--- src/rtl/cv32e40p_mcy_instr_encoder.sv ---
// Instruction-stream source for the MCY decoder harness.
// Encodes directed field tuples into RV32 words, or produces LFSR-based random words.
// Words are queued in a small FIFO and offered to the decoder under a valid/ready handshake.
module cv32e40p_mcy_instr_encoder #(
  parameter int unsigned FIFO_DEPTH  = 4,
  parameter logic [31:0] LFSR_SEED   = 32'h0000_0001,
  parameter int unsigned COUNT_WIDTH = 16
) (
  input  logic                   clk,
  input  logic                   rst_n,
  input  logic                   mode_i,
  input  logic                   fld_valid_i,
  output logic                   fld_ready_o,
  input  logic [3:0]             fld_kind_i,
  input  logic [4:0]             fld_rd_i,
  input  logic [4:0]             fld_rs1_i,
  input  logic [4:0]             fld_rs2_i,
  input  logic [31:0]            fld_imm_i,
  output logic                   instr_valid_o,
  input  logic                   instr_ready_i,
  output logic [31:0]            instr_rdata_o,
  output logic [COUNT_WIDTH-1:0] count_o,
  input  logic                   count_clr_i,
  output logic                   kind_err_o
);

  localparam int unsigned PW      = (FIFO_DEPTH > 1) ? $clog2(FIFO_DEPTH) : 1;
  localparam logic [PW:0] DEPTH_C = (PW+1)'(FIFO_DEPTH);
  localparam logic [31:0] SEED_C  = (LFSR_SEED == 32'h0000_0000) ? 32'h0000_0001 : LFSR_SEED;
  localparam logic [31:0] TAPS_C  = 32'h8020_0003;

  // Returns {reserved_kind_flag, encoded_word}.
  function automatic logic [32:0] encode(input logic [3:0] kind, input logic [4:0] rd,
                                         input logic [4:0] rs1, input logic [4:0] rs2,
                                         input logic [31:0] imm);
    logic [32:0] r;
    r = 33'h0_0000_0000;
    case (kind)
      4'd0:  r = {1'b0, imm[31:12], rd, 7'b0110111};
      4'd1:  r = {1'b0, imm[31:12], rd, 7'b0010111};
      4'd2:  r = {1'b0, imm[20], imm[10:1], imm[11], imm[19:12], rd, 7'b1101111};
      4'd3:  r = {1'b0, imm[11:0], rs1, 3'b000, rd, 7'b1100111};
      4'd4:  r = {1'b0, imm[12], imm[10:5], rs2, rs1, 3'b000, imm[4:1], imm[11], 7'b1100011};
      4'd5:  r = {1'b0, imm[11:0], rs1, 3'b010, rd, 7'b0000011};
      4'd6:  r = {1'b0, imm[11:5], rs2, rs1, 3'b010, imm[4:0], 7'b0100011};
      4'd7:  r = {1'b0, imm[11:0], rs1, 3'b000, rd, 7'b0010011};
      4'd8:  r = {1'b0, 7'h00, rs2, rs1, 3'b000, rd, 7'b0110011};
      4'd9:  r = {1'b0, 7'h20, rs2, rs1, 3'b000, rd, 7'b0110011};
      4'd10: r = {1'b0, 32'h0000_0073};
      4'd11: r = {1'b0, 32'h0010_0073};
      4'd12: r = {1'b0, 32'h3020_0073};
      4'd13: r = {1'b0, 32'h1050_0073};
      4'd14: r = {1'b0, 32'h0000_100F};
      default: r = {1'b1, 32'h0000_0000};
    endcase
    return r;
  endfunction

  logic [31:0]            mem_q [FIFO_DEPTH];
  logic [PW-1:0]          wr_ptr_q, wr_ptr_d, rd_ptr_q, rd_ptr_d;
  logic [PW:0]            occ_q, occ_d;
  logic                   mode_q, active_q;
  logic [31:0]            lfsr_q, lfsr_d;
  logic [COUNT_WIDTH-1:0] count_q, count_d;
  logic                   err_q, err_d;

  logic        full_s, empty_s, mode_chg_s, dir_push_s, rnd_push_s, push_s, pop_s, hs_s;
  logic [32:0] enc_s;
  logic [31:0] push_data_s;

  // Handshake qualifiers, push data selection and output decode.
  always_comb begin
    full_s        = (occ_q == DEPTH_C);
    empty_s       = (occ_q == '0);
    mode_chg_s    = (mode_i != mode_q);
    enc_s         = encode(fld_kind_i, fld_rd_i, fld_rs1_i, fld_rs2_i, fld_imm_i);
    fld_ready_o   = active_q && !full_s && !mode_q && !mode_chg_s;
    dir_push_s    = fld_valid_i && fld_ready_o;
    rnd_push_s    = active_q && mode_q && !mode_chg_s && !full_s;
    push_s        = dir_push_s || rnd_push_s;
    push_data_s   = mode_q ? {lfsr_q[31:2], 2'b11} : enc_s[31:0];
    pop_s         = !empty_s && instr_ready_i && !mode_chg_s;
    instr_valid_o = !empty_s;
    instr_rdata_o = empty_s ? 32'h0000_0000 : mem_q[rd_ptr_q];
    hs_s          = instr_valid_o && instr_ready_i;
    count_o       = count_q;
    kind_err_o    = err_q;
  end

  // Next-state for FIFO pointers/occupancy, LFSR, counter and error flag.
  always_comb begin
    wr_ptr_d = wr_ptr_q;
    rd_ptr_d = rd_ptr_q;
    occ_d    = occ_q;
    lfsr_d   = lfsr_q;
    count_d  = count_q;
    err_d    = err_q;
    if (mode_chg_s) begin
      // A mode change discards everything queued under the old mode.
      wr_ptr_d = '0;
      rd_ptr_d = '0;
      occ_d    = '0;
    end else begin
      if (push_s) wr_ptr_d = wr_ptr_q + PW'(1);
      else        wr_ptr_d = wr_ptr_q;
      if (pop_s)  rd_ptr_d = rd_ptr_q + PW'(1);
      else        rd_ptr_d = rd_ptr_q;
      case ({push_s, pop_s})
        2'b10:   occ_d = occ_q + (PW+1)'(1);
        2'b01:   occ_d = occ_q - (PW+1)'(1);
        default: occ_d = occ_q;
      endcase
    end
    if (rnd_push_s) lfsr_d = lfsr_q[0] ? ((lfsr_q >> 1) ^ TAPS_C) : (lfsr_q >> 1);
    else            lfsr_d = lfsr_q;
    if (count_clr_i)                 count_d = '0;
    else if (hs_s && (count_q != '1)) count_d = count_q + COUNT_WIDTH'(1);
    else                             count_d = count_q;
    if (count_clr_i)                  err_d = 1'b0;
    else if (dir_push_s && enc_s[32]) err_d = 1'b1;
    else                              err_d = err_q;
  end

  // Control state registers with asynchronous reset.
  always_ff @(posedge clk or negedge rst_n) begin
    if (!rst_n) begin
      wr_ptr_q <= '0;
      rd_ptr_q <= '0;
      occ_q    <= '0;
      mode_q   <= 1'b0;
      active_q <= 1'b0;
      lfsr_q   <= SEED_C;
      count_q  <= '0;
      err_q    <= 1'b0;
    end else begin
      wr_ptr_q <= wr_ptr_d;
      rd_ptr_q <= rd_ptr_d;
      occ_q    <= occ_d;
      mode_q   <= mode_i;
      active_q <= 1'b1;
      lfsr_q   <= lfsr_d;
      count_q  <= count_d;
      err_q    <= err_d;
    end
  end

  // FIFO storage; contents are only visible while occupancy is non-zero.
  always_ff @(posedge clk) begin
    if (push_s && !mode_chg_s) mem_q[wr_ptr_q] <= push_data_s;
  end

endmodule
--- config.mk ---
export PLATFORM = sky130hd
export DESIGN_NAME = cv32e40p_mcy_instr_encoder
export DESIGN_NICKNAME = d
export VERILOG_FILES = /design/src/rtl/cv32e40p_mcy_instr_encoder.sv
export SDC_FILE = /design/constraint.sdc
export NUM_CORES = 1
export LEC_CHECK = 0
export BUFFER_PORTS_ARGS = -buffer_cell sky130_fd_sc_hd__buf_2
export CAP_MARGIN = 30
export CORE_MARGIN = 8
export CORE_UTILIZATION = 32
export CTS_CLUSTER_SIZE = 28
export DETAILED_ROUTE_END_ITERATION = 7
export PLACE_DENSITY = 0.58
export SLEW_MARGIN = 20
export SYNTH_ARGS = -nofsm -noshare
export SYNTH_HDL_FRONTEND = slang
export SYNTH_SLANG_ARGS = --single-unit
--- constraint.sdc ---
create_clock -name clk -period 2.7 [get_ports clk]
set_input_delay 0.27 -clock clk [delete_from_list [all_inputs] [get_ports clk]]
set_output_delay 0.27 -clock clk [all_outputs]
set_load 0.05 [all_outputs]
==> flow_metrics.py, run 1 <==
metrics = {
    "sta": {
        "relSlewSlack_pct": 59.2,
        "setup-tns-final_ns": 0,
        "worst_slew_pin_slew_ns": 0.611,
        "layout_min_cycle_time_ns": 2.35,
        "setup_violations": 0,
        "fmax_mhz": 425,
        "finalCritPeriodShare_pct": 87.1,
        "drv_slew": 0,
        "final_hold_viol_count": 0,
        "finalClockSkew_ns": 0.0193,
        "rsz0062_at_grt": "false",
    },
    "status": {
        "status": "completed",
    },
    "yosys": {
        "ys_ff_latch": 182,
        "seq_area_frac_synth_pct": 60.6,
        "synth-edff-count": 124,
        "synth_warnings": 0,
        "syn-num-nets": 700,
        "synth.distinct_cells": 59,
        "syn_avg_cell_area_um2": 13.4,
        "synth_ff_type": "edfxtp_1",
        "syn-cell-area_um2": 8550,
        "synth_cells": 637,
        "async_flop_share_pct": 31.9,
    },
    "setup_path": {
        "crit_slowest_cell": "mux4_2",
        "critPathMaxFanout": 31,
        "crit_chain": "buf_12 > mux4_2 > nor2b_1 > buf_2",
        "crit_required_ns": 2.43,
        "arrival_ns": 2.08,
        "slowest_delay_ns": 0.53,
        "rr_worst_depth": 7,
        "critPathLaunchType": "register",
        "worstSetupEndpointType": "primary output",
        "critPathKind": "register to primary output",
    },
    "power": {
        "internal_power_uw": 5710,
        "power.switching_uw": 3560,
        "switching_share_pct": 38.4,
        "p_seq_share_pct": 38.5,
        "clockPowerShare_pct": 27.6,
        "power.leakage_uw": 0.00388,
        "ir_drop_uv": 445,
        "p_per_area_nw_per_um2": 905,
        "p_comb_share_pct": 33.9,
    },
    "routing": {
        "wirelength_mm": 20.7,
        "ant_nets": 0,
        "drtPass1Iterations": 5,
        "route.detailed.drc": 0,
        "avgViaCountPerCell": 5.03,
        "wl_per_cell_um": 18.8,
        "via_count": 5534,
        "drtIter0Drc": 297,
    },
    "global_route": {
        "grt.total_usage_pct": 13.1,
        "grt_max_degree": 49,
        "grt_pass1_wl_mm": 32.9,
        "overflow": 0,
        "antenna_found_initial": 4,
        "grt_pass1_vias": 5782,
    },
    "final_layout": {
        "multi_input_area_um2": 3130,
        "layout-drive-gt1-share_pct": 32.0,
        "seq_area_um2": 5180,
        "mostFrequentLayoutCell": "edfxtp_1",
        "final_cell_mix": "edfxtp_1 (124), buf_2 (107), dfrtp_1 (56)",
        "fillers": 2574,
        "finalInstanceArea_um2": 10200,
        "finalNetCount": 809,
        "syn_to_final_growth_pct": 19.7,
    },
    "placement": {
        "place_congestion": 0.808,
        "dp_hpwl_mm": 14.2,
        "placed_area_um2": 9590,
        "port_buffers": 107,
    },
    "clocking": {
        "clk-insertion-delay-late_ns": 0.43,
        "cts.sinks": 182,
        "cts_tree": "done",
        "cts_buffers": 17,
        "postCtsSetupBuffers": 0,
        "cts_root_buf": "clkbuf_16",
        "cts_max_level": 4,
        "cts_buffer_depth": 2,
        "path_clk_slew_ns": 0.07,
    },
    "die": {
        "die_w_um": 179,
        "rows": 60,
        "core_um2": 26600,
        "ios": 108,
        "die-area_um2": 32200,
        "start_util_pct": 32.2,
        "die_y_um": 179,
    },
    "flow_run": {
        "cap_viol_max_count": 0,
    },
    "hold_path": {
        "hold-path-cell-count": 1,
        "holdCritPathClass": "primary input to register",
    },
}
metrics by stage:
| stage | worst slack [ns] | hold slack (ns) | total power, uW | utilization [%] | cells |
|---|---|---|---|---|---|
| global placement | 0.391 | 0.321 | 6820 | 36.1 | 1067 |
| CTS | 0.304 | 0.0139 | 9410 | 38.5 | 1100 |
| detailed placement | 0.353 | 0.327 | 6840 | 36.1 | 1067 |
| finish | 0.347 | 0.0309 | 9260 | 38.5 | 1101 |
| global route | 0.247 | 0.00962 | 9740 | 38.5 | 1101 |
| floorplan | 0.00883 | -0.0256 | 5980 | - | 637 |
cell families after synthesis:
family                   Yosys count  synth area share (%)
AND/OR/NAND/NOR                  190                  11.7
flip-flops                       182                  60.6
AO/OA/AOI/OAI                    113                  8.62
multiplexers                      79                  14.4
buffers and inverters             57                  2.84
XOR/XNOR                           9                 0.922
adder cells (fa/ha/maj)            6                 0.966
other                              1                0.0439
path summary, 6_finish.rpt:
path                             startpoint           endpoint  slack [ns]
worst max-delay path            rd_ptr_q[0]  instr_rdata_o[21]        0.35
worst min-delay path                 mode_i             mode_q        0.03
worst max register to register       mode_q           occ_q[2]        0.36
worst min register to register   kind_err_o         kind_err_o        0.51
max in group asynchronous             rst_n          lfsr_q[0]        1.58
min in group asynchronous             rst_n        wr_ptr_q[1]        0.38
critical path, delay by kind of cell, from the launching register on:
| kind | cells | cell delay [ns] |
|---|---|---|
| flip-flops | 1 | 0.41 |
| AND/OR/NAND/NOR | 1 | 0.17 |
| multiplexers | 1 | 0.53 |
| buffers and inverters | 2 | 0.53 |
flip-flops by register name, summed over array words and instances (netlist names):
name / cells
mem_q: 124
rd_ptr_q: 2
occ_q: 3
active_q: 1
wr_ptr_q: 2
count_o: 16
kind_err_o: 1
mode_q: 1
lfsr_q: 32
cell usage after synthesis (3+ instances only):
cell type | count | share of area [%]
edfxtp_1 | 124 | 44
dfrtp_1 | 57 | 17
nand2_1 | 49 | 2.2
mux2_2 | 41 | 5.4
nor2b_1 | 40 | 2.9
a21oi_1 | 32 | 1.9
nor2_1 | 32 | 1.4
mux4_2 | 31 | 8.2
o21ai_0 | 29 | 1.7
clkbuf_1 | 27 | 1.2
inv_1 | 15 | 0.66
nand2b_1 | 10 | 0.73
nor3b_1 | 9 | 0.79
a22oi_1 | 8 | 0.70
buf_2 | 8 | 0.47
nand3_1 | 8 | 0.47
nor3_1 | 8 | 0.47
a31oi_1 | 7 | 0.51
mux2i_1 | 7 | 0.82
a2bb2oi_1 | 6 | 0.61
nand4_1 | 6 | 0.44
nor4_1 | 6 | 0.44
o31ai_1 | 6 | 0.53
and2_1 | 5 | 0.37
ha_1 | 5 | 0.73
xor2_1 | 5 | 0.51
or3_1 | 4 | 0.29
or4_1 | 4 | 0.35
xnor2_1 | 4 | 0.41
a311oi_1 | 3 | 0.31
buf_4 | 3 | 0.26
cell type report:
type	instances	area share (%)
antenna	1	0.0245
clock buffer	17	4.16
clock inverter	15	1.94
inverter	16	0.587
multi-input combinational	398	30.6
sequential	182	50.6
tap	341	4.17
timing repair buffer	131	7.88
timing repair:
item,4_1_cts,5_1_grt
hold buffers,1,0
hold endpoints to repair,24,0
resized for setup,0,0
metal layers:
metal	vias to the layer above	GRT usage, %	wire (um)
li1	2626	-	-
met1	2694	16.5	9220
met2	183	21.5	9720
met3	25	3.59	1260
met4	6	4.70	431
met5	-	0	41
power groups by stage:
stage / clock network [uW] / logic (uW) / registers, uW
finish: 2560 / 3140 / 3570
global route: 2730 / 3400 / 3610
CTS: 2630 / 3210 / 3570
detailed placement: 0 / 3210 / 3630
global placement: 0 / 3200 / 3620
floorplan: 0 / 2390 / 3590
Power figures use the tool's default switching activity.
==> run 2, diff against run 1 <==
--- a/config.mk
+++ b/config.mk
@@ -12,6 +12,7 @@
 export CTS_CLUSTER_SIZE = 28
 export DETAILED_ROUTE_END_ITERATION = 7
 export PLACE_DENSITY = 0.58
+export REMOVE_ABC_BUFFERS = 1
 export SLEW_MARGIN = 20
 export SYNTH_ARGS = -nofsm -noshare
 export SYNTH_HDL_FRONTEND = slang
==> flow_metrics.py, run 2 (synthesis gave the netlist of run 1 again) <==
metrics = {
    "die": {
        "die_y_um": 179,
        "start_util_pct": 32.2,
        "rows": 60,
        "die-area_um2": 32200,
        "core_um2": 26600,
        "die_w_um": 179,
        "ios": 108,
    },
    "placement": {
        "placed_area_um2": 9570,
        "placed_cells": 1065,
        "place_congestion": 0.775,
        "place_ws_ns": 0.326,
        "port_buffers": 107,
        "dp_hpwl_mm": 13.9,
    },
    "power": {
        "internal_power_uw": 5660,
        "p_per_area_nw_per_um2": 911,
        "p_comb_share_pct": 34.0,
        "switching_share_pct": 39.2,
        "power.switching_uw": 3650,
        "clockPowerShare_pct": 27.6,
        "power.leakage_uw": 0.00387,
        "ir_drop_uv": 415,
        "p_seq_share_pct": 38.4,
    },
    "global_route": {
        "grt_max_degree": 48,
        "gr-usage-met3_pct": 3.79,
        "grt_use_met1_pct": 16.4,
        "grt.busiest_layer": "met2",
        "overflow": 0,
        "grt_pass1_vias": 5782,
        "grt.total_usage_pct": 12.9,
        "grt_util_met2_pct": 21.0,
        "antenna_found_initial": 0,
        "grt_pass1_wl_mm": 32.6,
    },
    "setup_path": {
        "worstSetupEndpointType": "primary output",
        "crit_required_ns": 2.43,
        "ff2ff_setup_slack_ns": 0.30,
        "critPathMaxFanout": 47,
        "critPathLaunchType": "register",
        "arrival_ns": 2.25,
        "critPathKind": "register to primary output",
    },
    "sta": {
        "relSlewSlack_pct": 51.8,
        "setup_ws_ns": 0.180,
        "finalCritPeriodShare_pct": 93.3,
        "final_hold_viol_count": 0,
        "whs_ns": 0.0423,
        "setup_violations": 0,
        "rsz0062_at_grt": "false",
        "finalClockSkew_ns": 0.0262,
        "worst_slew_pin_slew_ns": 0.716,
        "layout_min_cycle_time_ns": 2.52,
        "drv_slew": 0,
        "fmax_mhz": 397,
    },
    "final_layout": {
        "finalNetCount": 808,
        "diodes": 0,
        "fin_cells": 1099,
        "final_cell_mix": "edfxtp_1 (124), buf_2 (107), dfrtp_1 (56)",
        "finalInstanceArea_um2": 10200,
        "largest_register_ffs": 124,
        "mostFrequentLayoutCell": "edfxtp_1",
        "syn_to_final_growth_pct": 19.5,
        "layout-drive-gt1-share_pct": 31.9,
        "fin_util_pct": 38.4,
        "regMostFlops": "mem_q",
    },
    "routing": {
        "route.detailed.drc": 0,
        "avgViaCountPerCell": 5.06,
        "wl_per_cell_um": 18.8,
        "via_count": 5566,
        "drtPass1Iterations": 5,
        "ant_nets": 0,
        "drtIter0Drc": 377,
        "wirelength_mm": 20.6,
    },
    "clocking": {
        "cts_buffer_depth": 2,
        "cts-resized-gates": 0,
        "cts_max_level": 4,
        "cts.sinks": 182,
        "ctsHoldBuffers": 1,
        "postCtsSetupBuffers": 0,
        "cts_root_buf": "clkbuf_16",
        "cts_tree": "done",
        "clk-insertion-delay-late_ns": 0.44,
        "path_clk_slew_ns": 0.07,
        "cts_buffers": 17,
    },
    "hold_path": {
        "holdCritPathClass": "primary input to register",
    },
    "flow_run": {
        "cap_viol_max_count": 0,
    },
    "status": {
        "status": "completed",
    },
}
==> run 2: path summary, 6_finish.rpt <==
| check | startpoint | cells past startpoint | endpoint |
|---|---|---|---|
| min reg2reg | lfsr_q[4] | 1 | lfsr_q[4] |
| min | mode_i | 1 | mode_q |
| min in group asynchronous | rst_n | 2 | count_o[4] |
| max reg2reg | mode_q | 7 | occ_q[2] |
| max in group asynchronous | rst_n | 3 | lfsr_q[0] |
| max | mode_q | 3 | fld_ready_o |
==> run 2: area by class of cell <==
type	instances	area (um^2)
clock buffers	17	425
clock inverters	15	203
fillers	2579	16400
inverters	16	60.1
multi-input cells	398	3130
flip-flops and latches	182	5180
well taps	341	427
repair buffers	130	786
==> run 2: per-stage QoR <==
step	power, uW	setup TNS (ns)
final	9310	0
after global routing	9760	0
after CTS	9440	0
after detailed placement	6860	0
after global placement	6830	0
after floorplan	5890	-46.17
==> run 2: power groups by stage <==
stage	Sequential, uW	Combinational [uW]	Clock, uW
2_1_floorplan	3690	2200	0
3_3_place_gp	3630	3210	0
3_5_place_dp	3640	3230	0
4_1_cts	3570	3240	2630
5_1_grt	3610	3410	2730
6_report	3570	3170	2570
==> run 2: per-layer routing <==
metal  vias to the layer above  share of wire (%)
met3                        13                6.2
li1                       2629                  -
met5                         -                  0
met1                      2767                 44
met2                       157                 49
met4                         0               0.85
==> run 2: worst max-delay path, stage by stage, from the launching register on <==
cell,delay (ns)
dfrtp_1,0.44
buf_4,0.31
nor4_1,0.69
buf_2,0.39
==> run 3, diff against run 2 <==
--- a/config.mk
+++ b/config.mk
@@ -9,6 +9,7 @@
 export CAP_MARGIN = 30
 export CORE_MARGIN = 8
 export CORE_UTILIZATION = 32
+export CTS_BUF_LIST = sky130_fd_sc_hd__clkbuf_4 sky130_fd_sc_hd__clkbuf_8
 export CTS_CLUSTER_SIZE = 28
 export DETAILED_ROUTE_END_ITERATION = 7
 export PLACE_DENSITY = 0.58
==> flow_metrics.py, run 3 (synthesis gave the netlist of run 1 again) <==
metrics = {
    "setup_path": {
        "critPathLaunch": "mode_q",
        "ff2ff_setup_slack_ns": 0.30,
        "critPathLaunchType": "register",
        "r2r_start": "mode_q",
        "worstSetupEndpointType": "primary output",
        "timing.rr.end": "occ_q[2]",
        "rr_worst_depth": 7,
        "critPathKind": "register to primary output",
        "critPathMaxFanout": 47,
        "arrival_ns": 2.20,
        "crit_required_ns": 2.43,
    },
    "die": {
        "start_util_pct": 32.2,
        "rows": 60,
        "die_y_um": 179,
        "die_w_um": 179,
        "ios": 108,
        "die-area_um2": 32200,
        "core_um2": 26600,
    },
    "final_layout": {
        "finalNetCount": 809,
        "regMostFlops": "mem_q",
        "layout-drive-gt1-share_pct": 31.9,
        "mostFrequentLayoutCell": "edfxtp_1",
        "fin_cells": 1100,
        "largest_register_ffs": 124,
        "diodes": 0,
        "final_cell_mix": "edfxtp_1 (124), buf_2 (107), dfrtp_1 (56)",
        "syn_to_final_growth_pct": 17.3,
        "finalInstanceArea_um2": 10000,
    },
    "power": {
        "power.leakage_uw": 0.00379,
        "p_seq_share_pct": 41.1,
        "internal_power_uw": 5110,
        "switching_share_pct": 41.1,
        "power.switching_uw": 3570,
        "p_per_area_nw_per_um2": 865,
        "p_comb_share_pct": 36.5,
        "clockPowerShare_pct": 22.4,
        "ir_drop_uv": 437,
    },
    "clocking": {
        "path_clk_slew_ns": 0.11,
        "clk-insertion-delay-late_ns": 0.48,
        "ctsHoldBuffers": 2,
        "cts.sinks": 182,
        "cts_max_level": 4,
        "cts_buffers": 17,
        "cts_tree": "done",
        "cts_buffer_depth": 2,
        "postCtsSetupBuffers": 0,
        "cts-resized-gates": 0,
        "cts_root_buf": "clkbuf_8",
    },
    "global_route": {
        "grt_max_degree": 48,
        "antenna_found_initial": 0,
        "grt_pass1_vias": 5790,
        "overflow": 0,
        "grt_pass1_wl_mm": 32.5,
        "grt.total_usage_pct": 12.8,
    },
    "routing": {
        "drtIter0Drc": 351,
        "wl_per_cell_um": 18.6,
        "ant_nets": 0,
        "avgViaCountPerCell": 5.02,
        "via_count": 5523,
        "drtPass1Iterations": 5,
        "route.detailed.drc": 0,
        "wirelength_mm": 20.5,
    },
    "sta": {
        "setup-tns-final_ns": 0,
        "final_hold_viol_count": 0,
        "setup_ws_ns": 0.227,
        "fmax_mhz": 404,
        "layout_min_cycle_time_ns": 2.47,
        "worst_slew_pin_slew_ns": 0.645,
        "finalCritPeriodShare_pct": 91.6,
        "drv_slew": 0,
        "setup_violations": 0,
        "relSlewSlack_pct": 57.0,
        "rsz0062_at_grt": "false",
        "finalClockSkew_ns": 0.0261,
    },
    "hold_path": {
        "min_from": "fld_valid_i",
        "hold_end": "kind_err_o",
        "holdCritPathClass": "primary input to register",
        "hold-path-cell-count": 3,
    },
    "placement": {
        "place_congestion": 0.775,
        "dp_hpwl_mm": 13.9,
        "port_buffers": 107,
        "placed_cells": 1065,
        "place_ws_ns": 0.326,
        "placed_area_um2": 9570,
    },
    "status": {
        "status": "completed",
    },
    "flow_run": {
        "cap_viol_max_count": 0,
    },
}
[run 3: through the flow]
step | utilization (%) | power (uW) | hold WS, ns
after floorplan | - | 5890 | -0.0256
after global placement | 36.0 | 6830 | 0.326
after detailed placement | 36.0 | 6860 | 0.337
after CTS | 37.7 | 8820 | 0.0608
after global routing | 37.7 | 9120 | 0.0811
final | 37.7 | 8680 | 0.0889
[run 3: worst max-delay path by stage]
stage / slack [ns] / to / cells past startpoint
CTS: 0.18 / fld_ready_o / 3
global placement: 0.37 / occ_q[2] / 7
detailed placement: 0.33 / occ_q[2] / 7
finish: 0.23 / fld_ready_o / 3
global route: 0.08 / fld_ready_o / 3
floorplan: -0.77 / instr_rdata_o[0] / 2
[run 3: power by group through the flow]
stage | Combinational (uW) | Clock [uW] | Sequential, uW
after floorplan | 2200 | 0 | 3690
after global placement | 3210 | 0 | 3630
after detailed placement | 3230 | 0 | 3640
after CTS | 3240 | 2000 | 3570
after global routing | 3410 | 2100 | 3610
final | 3170 | 1940 | 3570
[run 3: final cells by class]
| class | instances | area [um^2] |
|---|---|---|
| tap | 341 | 427 |
| sequential | 182 | 5180 |
| timing repair buffer | 131 | 796 |
| multi-input combinational | 398 | 3130 |
| inverter | 16 | 60.1 |
| clock buffer | 17 | 234 |
| fill | 2604 | 16500 |
| clock inverter | 15 | 203 |
[run 3: worst max-delay path, cell delays in order (launching register included)]
cell     delay (ns)
dfrtp_1        0.45
buf_4          0.30
nor4_1         0.62
buf_2          0.38
[run 3: routing by layer]
metal / vias to the layer above / global-route usage (%) / part of all wire, %
met1: 2754 / 16.4 / 45
met5: - / 0 / 0
met3: 8 / 3.79 / 5.8
met4: 0 / 3.33 / 0.66
li1: 2623 / - / -
met2: 138 / 21.0 / 48
